[src/rtl/traffic_phase_ctrl.sv]
// Two-street traffic-light phase sequencer.
// Owns the 1 s prescaler and the per-phase second timer, and drives one-hot
// R/Y/G light codes plus seconds-remaining for each street. A street's red time
// is always the other street's green + yellow, so the lights never conflict.
// Night mode (flash_mode) blinks both streets yellow; leaving it goes through a
// street-A yellow clearance before the normal cycle resumes.
module traffic_phase_ctrl #(
    parameter int unsigned TICK_DIV = 50_000_000,
    parameter int unsigned GREEN_S  = 25,
    parameter int unsigned YELLOW_S = 5
) (
    input  logic       clk,
    input  logic       rst_n,
    input  logic       enable,
    input  logic       flash_mode,
    output logic [2:0] street_a,
    output logic [2:0] street_b,
    output logic [5:0] remain_a,
    output logic [5:0] remain_b,
    output logic       tick_1hz,
    output logic       phase_start
);

    localparam int unsigned PW = (TICK_DIV > 2) ? $clog2(TICK_DIV) : 1;

    localparam logic [PW-1:0] PRESC_MAX = PW'(TICK_DIV - 1);
    localparam logic [5:0]    GRN_LOAD  = 6'(GREEN_S - 1);
    localparam logic [5:0]    YEL_LOAD  = 6'(YELLOW_S - 1);
    localparam logic [5:0]    YEL_LEN   = 6'(YELLOW_S);

    localparam logic [2:0] LT_RED = 3'b100;
    localparam logic [2:0] LT_YEL = 3'b010;
    localparam logic [2:0] LT_GRN = 3'b001;
    localparam logic [2:0] LT_OFF = 3'b000;

    typedef enum logic [2:0] {
        A_GRN = 3'd0,
        A_YEL = 3'd1,
        B_GRN = 3'd2,
        B_YEL = 3'd3,
        FLASH = 3'd4
    } state_t;

    state_t        state_q, state_d;
    logic [PW-1:0] presc_q, presc_d;
    logic [5:0]    sec_q, sec_d;
    logic [2:0]    street_a_q, street_a_d;
    logic [2:0]    street_b_q, street_b_d;
    logic [5:0]    remain_a_q, remain_a_d;
    logic [5:0]    remain_b_q, remain_b_d;
    logic          tick_1hz_q, tick_1hz_d;
    logic          phase_start_q, phase_start_d;
    logic          tick;
    logic          illegal;

    // Prescaler, phase timer and state transitions.
    always_comb begin
        tick    = enable && (presc_q == PRESC_MAX);
        presc_d = presc_q;
        if (enable) begin
            presc_d = tick ? '0 : presc_q + PW'(1);
        end

        state_d = state_q;
        sec_d   = sec_q;
        illegal = 1'b0;

        case (state_q)
            A_GRN, A_YEL, B_GRN, B_YEL: begin
                // flash_mode wins over a coincident phase expiry
                if (flash_mode) begin
                    state_d = FLASH;
                end else if (tick) begin
                    if (sec_q != '0) begin
                        sec_d = sec_q - 6'd1;
                    end else begin
                        case (state_q)
                            A_GRN: begin
                                state_d = A_YEL;
                                sec_d   = YEL_LOAD;
                            end
                            A_YEL: begin
                                state_d = B_GRN;
                                sec_d   = GRN_LOAD;
                            end
                            B_GRN: begin
                                state_d = B_YEL;
                                sec_d   = YEL_LOAD;
                            end
                            default: begin
                                state_d = A_GRN;
                                sec_d   = GRN_LOAD;
                            end
                        endcase
                    end
                end
            end
            FLASH: begin
                // leave night mode through a fresh A-yellow clearance
                if (!flash_mode) begin
                    state_d = A_YEL;
                    sec_d   = YEL_LOAD;
                    presc_d = '0;
                end
            end
            default: begin
                illegal = 1'b1;
                state_d = A_GRN;
                sec_d   = GRN_LOAD;
                presc_d = '0;
            end
        endcase
    end

    // Light codes and seconds-remaining decoded from the next state so they register in step with it.
    always_comb begin
        street_a_d    = LT_GRN;
        street_b_d    = LT_RED;
        remain_a_d    = sec_d;
        remain_b_d    = sec_d + YEL_LEN;
        tick_1hz_d    = tick;
        phase_start_d = (state_d != state_q) && !illegal;

        case (state_d)
            A_GRN: begin
                street_a_d = LT_GRN;
                street_b_d = LT_RED;
                remain_a_d = sec_d;
                remain_b_d = sec_d + YEL_LEN;
            end
            A_YEL: begin
                street_a_d = LT_YEL;
                street_b_d = LT_RED;
                remain_a_d = sec_d;
                remain_b_d = sec_d;
            end
            B_GRN: begin
                street_a_d = LT_RED;
                street_b_d = LT_GRN;
                remain_a_d = sec_d + YEL_LEN;
                remain_b_d = sec_d;
            end
            B_YEL: begin
                street_a_d = LT_RED;
                street_b_d = LT_YEL;
                remain_a_d = sec_d;
                remain_b_d = sec_d;
            end
            FLASH: begin
                remain_a_d = '0;
                remain_b_d = '0;
                if (state_q != FLASH) begin
                    street_a_d = LT_YEL;
                end else if (tick) begin
                    street_a_d = (street_a_q == LT_YEL) ? LT_OFF : LT_YEL;
                end else begin
                    street_a_d = street_a_q;
                end
                street_b_d = street_a_d;
            end
            default: begin
                street_a_d = LT_GRN;
                street_b_d = LT_RED;
                remain_a_d = GRN_LOAD;
                remain_b_d = GRN_LOAD + YEL_LEN;
            end
        endcase

        if (illegal) begin
            tick_1hz_d = 1'b0;
        end
    end

    // State and registered outputs; synchronous active-low reset.
    always_ff @(posedge clk) begin
        if (!rst_n) begin
            state_q       <= A_GRN;
            presc_q       <= '0;
            sec_q         <= GRN_LOAD;
            street_a_q    <= LT_GRN;
            street_b_q    <= LT_RED;
            remain_a_q    <= GRN_LOAD;
            remain_b_q    <= GRN_LOAD + YEL_LEN;
            tick_1hz_q    <= 1'b0;
            phase_start_q <= 1'b0;
        end else begin
            state_q       <= state_d;
            presc_q       <= presc_d;
            sec_q         <= sec_d;
            street_a_q    <= street_a_d;
            street_b_q    <= street_b_d;
            remain_a_q    <= remain_a_d;
            remain_b_q    <= remain_b_d;
            tick_1hz_q    <= tick_1hz_d;
            phase_start_q <= phase_start_d;
        end
    end

    assign street_a    = street_a_q;
    assign street_b    = street_b_q;
    assign remain_a    = remain_a_q;
    assign remain_b    = remain_b_q;
    assign tick_1hz    = tick_1hz_q;
    assign phase_start = phase_start_q;

endmodule

[config.mk]
export PLATFORM = sky130hd
export DESIGN_NAME = traffic_phase_ctrl
export DESIGN_NICKNAME = d
export VERILOG_FILES = /design/src/rtl/traffic_phase_ctrl.sv
export SDC_FILE = /design/constraint.sdc
export NUM_CORES = 1
export LEC_CHECK = 0
export CORE_MARGIN = 2
export CORE_UTILIZATION = 45
export DETAILED_ROUTE_END_ITERATION = 16
export SETUP_SLACK_MARGIN = 0.4
export SLEW_MARGIN = 5
export SYNTH_ARGS = -nofsm -noshare
export SYNTH_HDL_FRONTEND = slang
export SYNTH_SLANG_ARGS = --single-unit
[constraint.sdc]
create_clock -name clk -period 4.2 [get_ports clk]
set_input_delay 0.84 -clock clk [delete_from_list [all_inputs] [get_ports clk]]
set_output_delay 0.84 -clock clk [all_outputs]
set_load 0.02 [all_outputs]
# After elaboration in Yosys (flattened, before gate mapping)
# Index checks and enable logic that the tools add are counted.
[classes]
n_addsub = 3
mul = 0
n_div = 0
n_lt_le_gt_ge = 0
n_eq_ne = 12
shift = 0
muxes = 23
bitwise = 0
n_reduce_logical = 12
[ops]
columns = ["op", "count"]
rows = [
  ["26-bit 2-to-1 mux", 3],
  ["26-bit case mux with 2 select lines", 1],
  ["6-bit case mux with 3 select lines", 2],
  ["26-bit by 1-bit adder with 26-bit output (second input constant)", 1],
  ["26-bit == test (second input constant)", 1],
  ["6-bit 2-to-1 mux", 4],
  ["3-bit 2-to-1 mux", 6],
  ["3-bit case mux with 3 select lines", 2],
  ["3-bit by 2-bit == test with 1-bit output (second input constant)", 5],
  ["6-bit case mux with 2 select lines", 1],
  ["6-bit by 3-bit adder with 6-bit output (second input constant)", 1],
  ["3-bit by 1-bit == test with 1-bit output (second input constant)", 2],
  ["3-bit == test (second input constant)", 2],
  ["3-bit zero test", 2],
  ["2-bit case mux with 3 select lines", 1],
  ["3-bit case mux with 2 select lines", 1],
  ["6-bit nonzero test", 1],
  ["3-bit OR reduction", 2],
  ["6-bit by 1-bit subtractor with 6-bit output (second input constant)", 1],
  ["5-bit 2-to-1 mux", 1],
  ["5-bit OR reduction", 1],
  ["2-bit OR reduction", 2],
  ["4-bit OR reduction", 1],
  ["3-bit != test", 1],
  ["4 further kinds", 5],
]
[totals]
regBits = 55
latchBits = 0
ramBits = 0
romBits = 0
inputBits = 4
output_inout_bits = 20
word_cells = 59
memories = 0

# Depth between registers and ports, before layout
[logic_depth]
ltp_word = 9
ltp_mapped = 10
ltp_nobuf = 10

# Worst setup path before layout
# Ideal clock, no wire load.
[synth_path]
kind = "input -> register"
start = "input port enable"
end = "register remain_a_q[2], in the netlist remain_a[2]"
setup_ns = 0.070
t_arrival_ns = 2.688
required_time_ns = 4.130
setup_slack_ns = 1.442
stages = 7
n_path_buf = 0
cell_sequence = "nand3_2 -> or4_4 -> o211ai_1 -> nand3_1 -> ha_1 -> or3_1 -> a21boi_1"
[synth_between]
word_cells_on_any_way = 15
classes_between = "add/sub (1); eq/ne (4); mux (7); reduce/logical (3)"
[synth_rtl]
columns = ["element", "line", "rtl"]
rows = [
  ["start: declaration", "14", "input logic enable,"],
  ["1-bit logical AND", "58", "tick = enable && (presc_q == PRESC_MAX);"],
  ["6-bit 2-to-1 mux", "73", "end else if (tick) begin"],
  ["6-bit 2-to-1 mux", "71", "if (flash_mode) begin"],
  ["6-bit case mux with 2 select lines", "68", "case (state_q)"],
  ["named net sec_d[0]", "46", "logic [5:0] sec_q, sec_d;"],
  ["6-bit by 3-bit adder with 6-bit output", "140", "remain_a_d = sec_d + YEL_LEN;"],
  ["6-bit case mux with 3 select lines", "124", "case (state_d)"],
  ["end signal: assignment", "192", "remain_a_q <= remain_a_d;"],
  ["end: declaration", "49", "logic [5:0] remain_a_q, remain_a_d;"],
]
# The timed path passes the listed nets, and every way through them passes these cells.
# A chain may end at the register's enable or synchronous reset.

# Worst setup path after layout
[layout_path]
start = "input port enable"
end = "register remain_a_q[4], in the netlist remain_a[4]"
# The elaborated chain is that of the path after synthesis.

==> results.env <==
RUN_STATUS='complete, no violations'
WORST_EP_ARRIVAL_TIME_NS=3.58
POWER_FRAC_SEQ_PCT=51.6
H-TREE-DEPTH=2
CRIT_FANOUT=7
ROUTE.DETAILED.VIAS_PER_INST=5.69
SYNTH-SEQ-CELLS=55
SYNTHDOMINANTAREACELLTYPE='dfxtp_1'
SYNTH_FA_HA_AREA_SHARE_PCT=1.74
CLOCK_SINK_COUNT=55
PLACEDINSTANCEAREA_UM2=3170
IO_BUFFERS=23
CLK_ROOT_BUFFER_CELL='clkbuf_8'
DIE_AREA_UM2=7030
FINALHOLDVIOLCOUNT=0
INITIAL_STANDARD_CELL_UTILIZATION_OF_THE_CORE_PCT=46.0
WORST_PIN_SLEW_NS=0.890
SYN_INST=344
SYN_NETS=352
HPWL_DP_MM=4.60
FINAL_NETS=372
CLKLATENCYLATEPIN_NS=0.31
CLKPWRFRAC_PCT=38.8
GRT_MAX_DEGREE=34
POWER.DENSITY_nW_PER_UM2=319
CLK_PIN_SLEW_NS=0.09
DRC_VIOLATIONS_LEFT=0
TOTAL_LENGTH_OF_ROUTED_MET2_WIRES_MM=2.82
VIA_COUNT=2514
FLOORPLAN.DIE.WIDTH_UM=83.8
POST-ROUTE-PERIOD-UTIL_PCT=80.0
ANTENNA_CELLS_INSERTED=0
WORST_SETUP_EP_TYPE='flip-flop'
GLOBAL_ROUTE.USAGE.TOTAL_PCT=19.7
FILL_CELLS=615
NUMCTSBUFFERS=5
SYNTHMUXAREASHARE_PCT=1.09
TNS_NS=0
POWER.NET_SWITCHING_W=0.000238
LAYOUT-DRIVE-GT1-SHARE_PCT=7.40
SYNTH_SIMPLE_GATE_AREA_SHARE_PCT=31.7
IR_DROP_V=0.000183
YOSYS.AREA_SHARE.XOR_XNOR_PCT=6.72
SYNTH_ENABLE_FLOP_CELLS=0
SYNTH.TOP_CELLS.BY_AREA='dfxtp_1 38%, nor2_1 5.5%, nand2_1 4.4%'
DESIGN.CORE.AREA_UM2=6240
SKEW_NS=0.00782
P_COMB_SHARE_PCT=9.6
MAX-SLEW-MARGIN-REL_PCT=40.5
HOLD_FIX_BUFFER_COUNT_AFTER_CTS=0
CAP_VIOL_MAX_COUNT=0
GRT_PASS1_VIAS=2342
CRITPATHREQUIREDTIME_NS=4.42
SETUP_VIOL=0
ANTENNA_LEFT=0
SYN-MEAN-INSTANCE-AREA_UM2=8.34
TIMING.SETUP.CRITICAL_PATH_CLASS='input port to flip-flop'
PERIOD_MINUS_SLACK_NS=3.36
GP_ROUTABILITY_CONGESTION=0.881
POST_SYNTH_INSTANCE_AREA_UM2=2870
POST-CTS-SETUP-BUFFERS=0
MULTI_INPUT_AREA_UM2=1690
DRT-TOTAL-WL_MM=6.47
SEQ_AREA_FRAC_SYNTH_PCT=38.4
GLOBAL_ROUTE_WIRE_LENGTH_BEFORE_REPAIR_MM=11.4
HOLDCRITPATHCLASS='flip-flop to flip-flop'
GRT_SETUP_UNREPAIRED='no'
FLOORPLAN.DIE.HEIGHT_UM=83.8
DRT_ITER0_DRC=139
DOMINANTREGCELLSYNTH='dfxtp_1'
DRT-WIRELENGTH-PER-CELL_UM=14.6
ROW_COUNT=29
COUNT_OF_WARNINGS_EMITTED_BY_YOSYS=0
IO-PIN-COUNT=24
DR.MAX_LAYER_USED='met4'
GROWTH_OF_DESIGN_AREA_FROM_SYNTHESIS_TO_FINISH_PCT=15.0
MET3_WIRELENGTH_UM=302
SYNTH_TOP_FAMILY_BY_AREA='simple AND/OR/NAND/NOR gates'
DETAILEDROUTE.FIRSTPASSITERATIONCOUNT=4
SYNTH.DISTINCT_CELLS=53
GLOBALROUTE.TOTALOVERFLOW=0
SYNTH_AREA_IN_COMPOUND_GATES_PCT=17.7
NETLIST.AREA_LEADER.SHARE_PCT=38.4
POWER_SWITCHING_SHARE_PCT=22.7
GRT_ANTENNA_BEFORE_REPAIR=0
TRITONCTS='yes'
CELL_INTERNAL_PWR_W=0.000814
WL_MET1_MM=3.28
CRITICAL_PATH.STARTPOINT_TYPE='input port'
SYNTH.TOP_CELLS.BY_COUNT='55 x dfxtp_1, 42 x nor2_1, 34 x nand2_1'
STATIC-LEAKAGE-POWER_nW=1.18
YOSYSMOSTFREQUENTCELL='dfxtp_1'
CLOCKBUFFERDEPTH=2
FIN_AREA_UM2=3300
POST_SYNTH_ARST_SHARE_PCT=0
LAYOUT.AREA.SEQ_UM2=1100
FMAXACHIEVABLE_MHz=298
CTS_RESIZED=0
REPORT.FINAL.SLEW_VIOL_COUNT=0
==> power groups by stage <==
stage | combinational (W) | sequential (W) | clock [W]
2_1_floorplan | 0.0000587 | 0.000563 | 0
3_3_place_gp | 0.000101 | 0.000555 | 0
3_5_place_dp | 0.000101 | 0.000555 | 0
4_1_cts | 0.000102 | 0.000543 | 0.000422
5_1_grt | 0.000113 | 0.000545 | 0.000439
6_report | 0.000101 | 0.000543 | 0.000408
==> critical path, cell delays in order <==
cell,delay [ns]
clkdlybuf4s50_1,0.60
nand3_2,0.13
or4_4,0.59
o211ai_1,0.23
nand3_1,0.26
ha_1,0.33
a31oi_1,0.21
o21ai_0,0.15
a41oi_1,0.23
==> final cells by class <==
cell class / instances / area share, %
multi-input combinational: 269 / 51.2
sequential: 55 / 33.4
timing repair buffer: 26 / 7.66
tap: 77 / 2.92
clock buffer: 6 / 2.20
clock inverter: 2 / 1.82
inverter: 7 / 0.797
==> cell usage in the layout (no fill, tap or decap), types with 3 or more instances in the layout <==
master,n
dfxtp_1,55
nor2_1,42
nand2_1,34
clkdlybuf4s50_1,23
nand3_1,19
o21ai_0,15
a21oi_1,15
and2_1,12
and3_1,11
xnor2_1,11
xor2_1,11
nand4_1,9
or3_1,8
inv_1,7
o211ai_1,7
o21a_1,7
or2_2,6
nor3_1,5
clkbuf_8,5
nor4_1,4
a21boi_0,4
ha_1,4
nor2b_1,3
o311ai_0,3
buf_4,3
==> stage by stage <==
step	util (%)	total power, W	std cells	hold WS, ns	worst slack, ns
6_report	52.8	0.00105	442	0.492	0.841
5_1_grt	52.8	0.00110	442	0.532	0.551
4_1_cts	52.8	0.00107	442	0.497	0.876
3_5_place_dp	50.7	0.000656	434	0.483	0.561
3_3_place_gp	50.7	0.000656	434	0.477	0.621
2_1_floorplan	-	0.000621	344	0.462	1.44
==> kinds of logic (layout without fill, tap and decap cells) <==
kind of cell	after synthesis	count (layout)
and+or+nand+nor	168	168
AOI/OAI and AO/OA	72	72
buffers and inverters	20	41
xor gates and xnor gates	22	22
DFF	55	55
muxes	3	3
adders and majority gates	4	4
==> state kept, by name, summed over array words and instances (netlist names) <==
register,count
sec_q,6
remain_a,6
presc_q,26
phase_start,1
state_q,3
remain_b,6
tick_1hz,1
street_b,3
street_a,3
==> final timing paths <==
kind | to | slack [ns] | from | depth (start not counted)
setup / recovery | remain_a[4]$_SDFF_PN1_ | 0.84 | enable | 9
hold / removal | street_b[2]$_SDFF_PN1_ | 0.49 | street_a[2]$_SDFF_PN0_ | 2
setup reg to reg | remain_a[4]$_SDFF_PN1_ | 1.30 | state_q[2]$_SDFF_PN0_ | 8
hold reg to reg | street_b[2]$_SDFF_PN1_ | 0.49 | street_a[2]$_SDFF_PN0_ | 2
==> metal layers <==
| metal | track usage (%) | up-vias |
|---|---|---|
| li1 | - | 1268 |
| met1 | 29.2 | 1179 |
| met2 | 29.8 | 60 |
| met3 | 3.17 | 7 |
| met4 | 5.28 | 0 |
| met5 | 0 | - |
Power figures use the tool's default switching activity.
